[src/rtl/regbus_pkg.sv]
`default_nettype none
// ============================================================================
// Module      : regbus_pkg
// Description : Shared op encodings, FSM state type and bus-idle constants for
//               the register-bus initiator. Honours REGBUS_INITIATOR_RMW_EN.
// Revision    : 1.0 - initial release
// ============================================================================
package regbus_pkg;

   localparam logic [1:0] OP_READ  = 2'b00;
   localparam logic [1:0] OP_WRITE = 2'b01;
   localparam logic [1:0] OP_RMW   = 2'b10;

   localparam int REGBUS_RD_LATENCY = 1;

   localparam logic        IDLE_R_WN  = 1'b1;
   localparam logic [3:0]  IDLE_WBEN  = 4'h0;
   localparam logic [31:0] IDLE_WDATA = 32'h0;

   typedef enum logic [2:0] {
      S_IDLE  = 3'd0,
      S_ISSUE = 3'd1,
      S_CAPT  = 3'd2,
      S_RSP   = 3'd3
`ifdef REGBUS_INITIATOR_RMW_EN
      ,
      S_MWR   = 3'd4
`endif
   } state_e;

endpackage
`default_nettype wire

[src/rtl/regbus_initiator_if.sv]
`default_nettype none
// ============================================================================
// Module      : regbus_initiator_if
// Description : Command/response handshake and register-bus signal bundle.
// Revision    : 1.0 - initial release
// ============================================================================
interface regbus_initiator_if;

   logic        req_valid;
   logic        req_ready;
   logic [1:0]  req_op;
   logic [2:0]  req_addr;
   logic [3:0]  req_wben;
   logic [31:0] req_wdata;
   logic [31:0] req_mask;
   logic        rsp_valid;
   logic        rsp_ready;
   logic [31:0] rsp_data;
   logic        rsp_err;
   logic [2:0]  addr;
   logic [3:0]  wben;
   logic        r_wn;
   logic [31:0] wdata;
   logic [31:0] rdata;

   modport master (
      input  req_valid, req_op, req_addr, req_wben, req_wdata, req_mask,
      input  rsp_ready, rdata,
      output req_ready, rsp_valid, rsp_data, rsp_err,
      output addr, wben, r_wn, wdata
   );

   modport slave (
      output req_valid, req_op, req_addr, req_wben, req_wdata, req_mask,
      output rsp_ready, rdata,
      input  req_ready, rsp_valid, rsp_data, rsp_err,
      input  addr, wben, r_wn, wdata
   );

endinterface
`default_nettype wire

[src/rtl/regbus_initiator.sv]
`default_nettype none
// ============================================================================
// Module      : regbus_initiator
// Description : Sequences single read/write (and RMW when REGBUS_INITIATOR_RMW_EN
//               is defined) transactions onto the peripheral register bus.
// Revision    : 1.0 - initial release
// ============================================================================
module regbus_initiator
   import regbus_pkg::*;
(
   input  logic               clk,
   input  logic               reset,
   regbus_initiator_if.master bus
);

   state_e      state_q, state_d;
   logic [1:0]  op_q, op_d;
   logic [2:0]  addr_q, addr_d;
   logic [3:0]  wben_q, wben_d;
   logic        r_wn_q, r_wn_d;
   logic [31:0] wdata_q, wdata_d;
   logic        rsp_valid_q, rsp_valid_d;
   logic [31:0] rsp_data_q, rsp_data_d;
   logic        rsp_err_q, rsp_err_d;
   logic        w_legal_op;

`ifdef REGBUS_INITIATOR_RMW_EN
   logic [31:0] wdata_lat_q, wdata_lat_d;
   logic [31:0] mask_q, mask_d;

   assign w_legal_op = (bus.req_op != 2'b11);

   always_ff @(posedge clk or negedge reset) begin
      if (!reset) begin
         wdata_lat_q <= '0;
         mask_q      <= '0;
      end else begin
         wdata_lat_q <= wdata_lat_d;
         mask_q      <= mask_d;
      end
   end
`else
   logic w_unused_mask;

   assign w_legal_op    = (bus.req_op == OP_READ) || (bus.req_op == OP_WRITE);
   assign w_unused_mask = ^bus.req_mask;
`endif

   always_ff @(posedge clk or negedge reset) begin
      if (!reset) begin
         state_q     <= S_IDLE;
         op_q        <= OP_READ;
         addr_q      <= '0;
         wben_q      <= IDLE_WBEN;
         r_wn_q      <= IDLE_R_WN;
         wdata_q     <= IDLE_WDATA;
         rsp_valid_q <= 1'b0;
         rsp_data_q  <= '0;
         rsp_err_q   <= 1'b0;
      end else begin
         state_q     <= state_d;
         op_q        <= op_d;
         addr_q      <= addr_d;
         wben_q      <= wben_d;
         r_wn_q      <= r_wn_d;
         wdata_q     <= wdata_d;
         rsp_valid_q <= rsp_valid_d;
         rsp_data_q  <= rsp_data_d;
         rsp_err_q   <= rsp_err_d;
      end
   end

   // Bus outputs are computed for the state being entered, so they are registered.
   always_comb begin
      state_d     = state_q;
      op_d        = op_q;
      addr_d      = addr_q;
      wben_d      = wben_q;
      r_wn_d      = r_wn_q;
      wdata_d     = wdata_q;
      rsp_valid_d = rsp_valid_q;
      rsp_data_d  = rsp_data_q;
      rsp_err_d   = rsp_err_q;
`ifdef REGBUS_INITIATOR_RMW_EN
      wdata_lat_d = wdata_lat_q;
      mask_d      = mask_q;
`endif
      unique case (state_q)
         S_IDLE: begin
            if (bus.req_valid) begin
               op_d   = bus.req_op;
               addr_d = bus.req_addr;
`ifdef REGBUS_INITIATOR_RMW_EN
               wdata_lat_d = bus.req_wdata;
               mask_d      = bus.req_mask;
`endif
               if (w_legal_op) begin
                  state_d = S_ISSUE;
                  if (bus.req_op == OP_WRITE) begin
                     r_wn_d  = 1'b0;
                     wben_d  = bus.req_wben;
                     wdata_d = bus.req_wdata;
                  end else begin
                     r_wn_d  = IDLE_R_WN;
                     wben_d  = IDLE_WBEN;
                     wdata_d = IDLE_WDATA;
                  end
               end else begin
                  state_d     = S_RSP;
                  rsp_valid_d = 1'b1;
                  rsp_data_d  = '0;
                  rsp_err_d   = 1'b1;
               end
            end
         end
         S_ISSUE: begin
            r_wn_d  = IDLE_R_WN;
            wben_d  = IDLE_WBEN;
            wdata_d = IDLE_WDATA;
            if (op_q == OP_WRITE) begin
               state_d     = S_RSP;
               rsp_valid_d = 1'b1;
               rsp_data_d  = '0;
               rsp_err_d   = 1'b0;
            end else begin
               state_d = S_CAPT;
            end
         end
         S_CAPT: begin
            rsp_data_d = bus.rdata;
`ifdef REGBUS_INITIATOR_RMW_EN
            if (op_q == OP_RMW) begin
               state_d = S_MWR;
               r_wn_d  = 1'b0;
               wben_d  = 4'hF;
               wdata_d = (bus.rdata & ~mask_q) | (wdata_lat_q & mask_q);
            end else begin
               state_d     = S_RSP;
               rsp_valid_d = 1'b1;
            end
`else
            state_d     = S_RSP;
            rsp_valid_d = 1'b1;
`endif
         end
`ifdef REGBUS_INITIATOR_RMW_EN
         S_MWR: begin
            r_wn_d      = IDLE_R_WN;
            wben_d      = IDLE_WBEN;
            wdata_d     = IDLE_WDATA;
            state_d     = S_RSP;
            rsp_valid_d = 1'b1;
         end
`endif
         S_RSP: begin
            if (bus.rsp_ready) begin
               state_d     = S_IDLE;
               rsp_valid_d = 1'b0;
               rsp_data_d  = '0;
               rsp_err_d   = 1'b0;
            end
         end
         default: begin
            state_d = S_IDLE;
         end
      endcase
   end

   assign bus.req_ready = (state_q == S_IDLE);
   assign bus.rsp_valid = rsp_valid_q;
   assign bus.rsp_data  = rsp_data_q;
   assign bus.rsp_err   = rsp_err_q;
   assign bus.addr      = addr_q;
   assign bus.wben      = wben_q;
   assign bus.r_wn      = r_wn_q;
   assign bus.wdata     = wdata_q;

endmodule
`default_nettype wire

[src/flat_wrapper.sv]
// flat-port wrapper written by rule: the top's interface ports become plain ports
module regbus_initiator_flat import regbus_pkg::*;
  (clk, reset, bus_req_valid, bus_req_op, bus_req_addr, bus_req_wben, bus_req_wdata, bus_req_mask, bus_rsp_ready, bus_rdata, bus_req_ready, bus_rsp_valid, bus_rsp_data, bus_rsp_err, bus_addr, bus_wben, bus_r_wn, bus_wdata);
  regbus_initiator_if bus_i ();
  input  logic clk;
  input  logic reset;
  input wire logic [$bits(bus_i.req_valid)-1:0] bus_req_valid;
  input wire logic [$bits(bus_i.req_op)-1:0] bus_req_op;
  input wire logic [$bits(bus_i.req_addr)-1:0] bus_req_addr;
  input wire logic [$bits(bus_i.req_wben)-1:0] bus_req_wben;
  input wire logic [$bits(bus_i.req_wdata)-1:0] bus_req_wdata;
  input wire logic [$bits(bus_i.req_mask)-1:0] bus_req_mask;
  input wire logic [$bits(bus_i.rsp_ready)-1:0] bus_rsp_ready;
  input wire logic [$bits(bus_i.rdata)-1:0] bus_rdata;
  output wire logic [$bits(bus_i.req_ready)-1:0] bus_req_ready;
  output wire logic [$bits(bus_i.rsp_valid)-1:0] bus_rsp_valid;
  output wire logic [$bits(bus_i.rsp_data)-1:0] bus_rsp_data;
  output wire logic [$bits(bus_i.rsp_err)-1:0] bus_rsp_err;
  output wire logic [$bits(bus_i.addr)-1:0] bus_addr;
  output wire logic [$bits(bus_i.wben)-1:0] bus_wben;
  output wire logic [$bits(bus_i.r_wn)-1:0] bus_r_wn;
  output wire logic [$bits(bus_i.wdata)-1:0] bus_wdata;
  assign bus_i.req_valid = bus_req_valid;
  assign bus_i.req_op = bus_req_op;
  assign bus_i.req_addr = bus_req_addr;
  assign bus_i.req_wben = bus_req_wben;
  assign bus_i.req_wdata = bus_req_wdata;
  assign bus_i.req_mask = bus_req_mask;
  assign bus_i.rsp_ready = bus_rsp_ready;
  assign bus_i.rdata = bus_rdata;
  assign bus_req_ready = bus_i.req_ready;
  assign bus_rsp_valid = bus_i.rsp_valid;
  assign bus_rsp_data = bus_i.rsp_data;
  assign bus_rsp_err = bus_i.rsp_err;
  assign bus_addr = bus_i.addr;
  assign bus_wben = bus_i.wben;
  assign bus_r_wn = bus_i.r_wn;
  assign bus_wdata = bus_i.wdata;
  regbus_initiator u_core (.clk(clk), .reset(reset), .bus(bus_i));
endmodule
[config.mk]
export PLATFORM = sky130hd
export DESIGN_NAME = regbus_initiator_flat
export DESIGN_NICKNAME = d
export VERILOG_FILES = /design/src/rtl/regbus_pkg.sv /design/src/rtl/regbus_initiator_if.sv /design/src/rtl/regbus_initiator.sv /design/src/flat_wrapper.sv
export SDC_FILE = /design/constraint.sdc
export NUM_CORES = 1
export LEC_CHECK = 0
export BUFFER_PORTS_ARGS = -buffer_cell sky130_fd_sc_hd__buf_2
export CAP_MARGIN = 20
export CORE_UTILIZATION = 41
export CTS_BUF_LIST = sky130_fd_sc_hd__clkbuf_8
export DETAILED_ROUTE_END_ITERATION = 6
export MAX_ROUTING_LAYER = met4
export PLACE_DENSITY = 0.78
export SLEW_MARGIN = 20
export SYNTH_ARGS = -nofsm -noshare
export SYNTH_HDL_FRONTEND = slang
export SYNTH_SLANG_ARGS = --single-unit
[constraint.sdc]
create_clock -name clk -period 2.05 [get_ports clk]
set_input_delay 0.3075 -clock clk [delete_from_list [all_inputs] [get_ports clk]]
set_output_delay 0.3075 -clock clk [all_outputs]
set_load 0.01 [all_outputs]
==> summary.md <==
| Metric | Value |
|---|---|
| Max Fanout on Critical Path | `34` |
| Via Count | `between 2,000 and 3,000` |
| Chip width | `roughly 92 µm` |
| Worst-case reg-to-reg path depth | `6` |
| Post-synthesis sequential area ratio | `59.2%` |
| H-tree levels | `3` |
| Crit-path leading delay family | `compound AO/OA/AOI/OAI gates` |
| Clock transition at the registers of the reported paths | `0.07 ns` |
| GRT Util Overall | `19.5%` |
| Count of cell instances traversed by the critical path | `6` |
| Delay contributed by the slowest stage of the critical path | `0.43 ns` |
| Number of antenna violations at the first check in global routing | `0` |
| Number of setup buffers added after CTS | `0` |
| Outcome | `finished, final reports clean` |
| Final Wtd Congestion | `around 0.75` |
| Arrival time of the worst setup path | `between 2 and 2.5 ns` |
| Total of buffers placed on input and output ports | `~150` |
| Hold Crit Class | `in2reg` |
| End-of-flow core utilization | `57.6%` |
| Number of pins exceeding their max-slew limit in the final report | `0` |
| Gate Count Post-Synth | `around 310` |
| Power density of the placed cells | `between 1500 and 2000 nW/µm²` |
| Residual overflow from global routing | `0` |
| Buffers plus inverters on the worst setup path | `2` |
| Worst Path Required | `2.28 ns` |
| Starting density of the core | `42.4%` |
| Detailed-route wire length | `7710 µm` |
| Series of cell instances along the critical path | `inv_1 -> ha_1 -> a221oi_4 -> buf_6 -> a21boi_0 -> a31o_2` |
| Number of flops mapped to enable cells by yosys | `0` |
| Syn avg cell area | `~11 µm²` |
| Num CTS Buffers | `9` |
| Max-cap viol count | `0` |
| Count of routing violations after the opening detailed-route iteration | `109` |
| # nets final | `between 500 and 600` |
| Number of design rule violations left after detail routing | `0` |
| Ratio of final minimum period to clock period | `93.2%` |
| Most used DFF post-synth | `sky130_fd_sc_hd__dfrtp_1` |
| Fraction of layout instances using a drive strength above 1 | `40.1%` |
| Transition time at the pin with the least slew margin | `0.530 ns` |
| Area of the die | `roughly 8400 µm²` |
| First drt pass iteration count | `4` |
| Number of clock sinks seen by CTS | `a little under 80` |
| Hold Path Depth | `2` |
| Fraction of synthesis flops using an asynchronous set or reset pin | `100%` |
| Longest Clk Path Bufs | `2` |
| Number of different library cells in the post-synthesis netlist | `24` |
| Kind of critical path | `reg2reg` |
| Placement row count | `32` |
| Slowest cell on the critical path | `sky130_fd_sc_hd__dfrtp_1` |
| Setup-violating endpoint count in the final report | `0` |
| FMAX | `approximately 520 MHz` |
| Total nets after synthesis | `427` |
| Number of warnings issued by yosys | `0` |
| CP startpoint kind | `flop` |
| Largest net degree at the start of global routing | `between 70 and 80` |
| Signed area change from the synthesized netlist to the final layout | `35.6%` |
| Wire length of the first global-routing pass | `12,600 µm` |
| Peak ir drop on the vdd network | `0.946 mV` |
| Aggregate negative setup slack | `0 ns` |
| HPWL after detailed placement | `5560 µm` |
| Avg WL per Cell | `13.6 µm` |
| FF+latch count, synth | `78` |
| Clock Tree Root | `sky130_fd_sc_hd__clkbuf_8` |
| Number of ports placed on the die boundary | `184` |
| Final-report hold violation count | `0` |
| Worst relative slew slack | `64.6%` |
| Skew-Pair Late Insertion Delay | `around 0.34 ns` |
| Via count of the first global-routing pass | `about 2,600` |
| Leak pwr | `2.57 nW` |
| Cell Area, Synth | `3300 µm²` |
| Maximum clock skew at final layout | `0.00947 ns` |
| Sort of element at the end of the critical path | `flop` |
| CTS tree | `built` |
| Via-to-Cell Ratio | `a little under 5` |
| Die height | `91.7 µm` |
| Setup repair after global routing missed its margin | `no` |
| Placeable core region | `around 8000 µm²` |
| Antenna Cells | `0` |
| Routed Antenna Nets | `0` |
| Fin crit period | `approximately 1.9 ns` |
[synthesized netlist by cell type (4+ instances only)]
library cell / number / area, µm²
sky130_fd_sc_hd__dfrtp_1: 77 / 1930
sky130_fd_sc_hd__nand2_1: 74 / 278
sky130_fd_sc_hd__o21ai_0: 37 / 185
sky130_fd_sc_hd__nand3_1: 32 / 160
sky130_fd_sc_hd__a21bo_1: 29 / 290
sky130_fd_sc_hd__clkbuf_1: 15 / 56.3
sky130_fd_sc_hd__buf_2: 6 / 30.0
sky130_fd_sc_hd__ha_1: 6 / 75.1
sky130_fd_sc_hd__inv_1: 6 / 22.5
sky130_fd_sc_hd__mux2_2: 5 / 56.3
sky130_fd_sc_hd__a21oi_1: 4 / 20.0
sky130_fd_sc_hd__nor2_1: 4 / 15.0
[state kept, by name, summed over array words and instances (netlist names)]
signal / count
u_core.bus.addr: 3
u_core.bus.wdata: 32
u_core.bus.wben: 4
u_core.state_q: 2
u_core.bus.rsp_data: 32
u_core.bus.rsp_err: 1
u_core.op_q: 2
u_core.bus.r_wn: 1
u_core.bus.rsp_valid: 1
[per-stage QoR]
stage / hold WS (ns) / setup WS, ns / cells / power [mW] / area [µm²]
floorplan: 0.0119 / 0.0270 / 312 / 4.35 / 3300
global placement: 0.312 / 0.145 / 552 / 5.47 / 4220
detailed placement: 0.321 / 0.0751 / 552 / 5.59 / 4220
CTS: 0.180 / 0.0588 / 568 / 6.97 / 4470
global route: 0.184 / 0.0315 / 568 / 7.43 / 4470
finish: 0.192 / 0.139 / 568 / 6.92 / 4470
[metal layers]
metal / track usage [%] / vias to the layer above / wire length [µm]
li1: - / 1348 / -
met1: 24.4 / 1300 / 3370
met2: 31.5 / 65 / 3890
met3: 3.07 / 15 / 258
met4: 8.47 / 0 / 191
met5: - / - / 0
[repair_timing]
| action | 4_1_cts | 5_1_grt |
|---|---|---|
| hold endpoints to repair | 39 | 0 |
| hold buffers | 1 | 0 |
| resized for setup | 0 | 1 |
| endpoints found under the setup margin | 0 | 1 |
[cell type report]
type                            count  area, µm²
Tap cell                          102        128
Inverter                            6       22.5
Timing Repair Buffer              160        870
Clock buffer                       10        138
Sequential cell                    78       1950
Multi-Input combinational cell    207       1260
Fill cell                         711       3300
Clock inverter                      5       98.8
[report_power, final]
group | switching [mW] | internal (mW) | total (mW)
Sequential | 0.309 | 2.15 | 2.46
Combinational | 1.78 | 1.32 | 3.10
Clock | 0.536 | 0.830 | 1.37
Total | 2.63 | 4.30 | 6.92
[cell usage in the layout (no fill, tap or decap), drive strengths merged, types with 2 or more instances in the layout]
master	n
a21bo	32
a21oi	4
buf	159
bufinv	3
clkbuf	10
dfrtp	77
ha	6
inv	7
mux2	5
mux2i	2
nand2	74
nand2b	2
nand3	32
nor2	4
nor2b	2
o21ai	37
[worst paths after layout]
kind                                               start                                  end  slack [ns]
min reg2reg                  u_core.bus.r_wn$_DFFE_PN1P_          u_core.bus.r_wn$_DFFE_PN1P_        0.47
max                        u_core.state_q[0]$_DFFE_PN0P_       u_core.bus.rsp_err$_DFFE_PN0P_        0.14
min in group asynchronous                          reset  u_core.bus.rsp_data[12]$_DFFE_PN0P_        0.49
max reg2reg                u_core.state_q[0]$_DFFE_PN0P_       u_core.bus.rsp_err$_DFFE_PN0P_        0.14
min                                    bus_req_wdata[30]     u_core.bus.wdata[30]$_DFFE_PN0P_        0.19
max in group asynchronous                          reset          u_core.bus.r_wn$_DFFE_PN1P_        0.90
[logic make-up after synthesis]
kind of cell	synth area share, %
buffers and inverters	3.30
adder cells (fa/ha/maj)	2.28
AO/OA/AOI/OAI	18.0
AND/OR/NAND/NOR	14.9
multiplexers	2.31
flip-flops	59.2
Note: power is estimated with default switching activity, not from simulation.
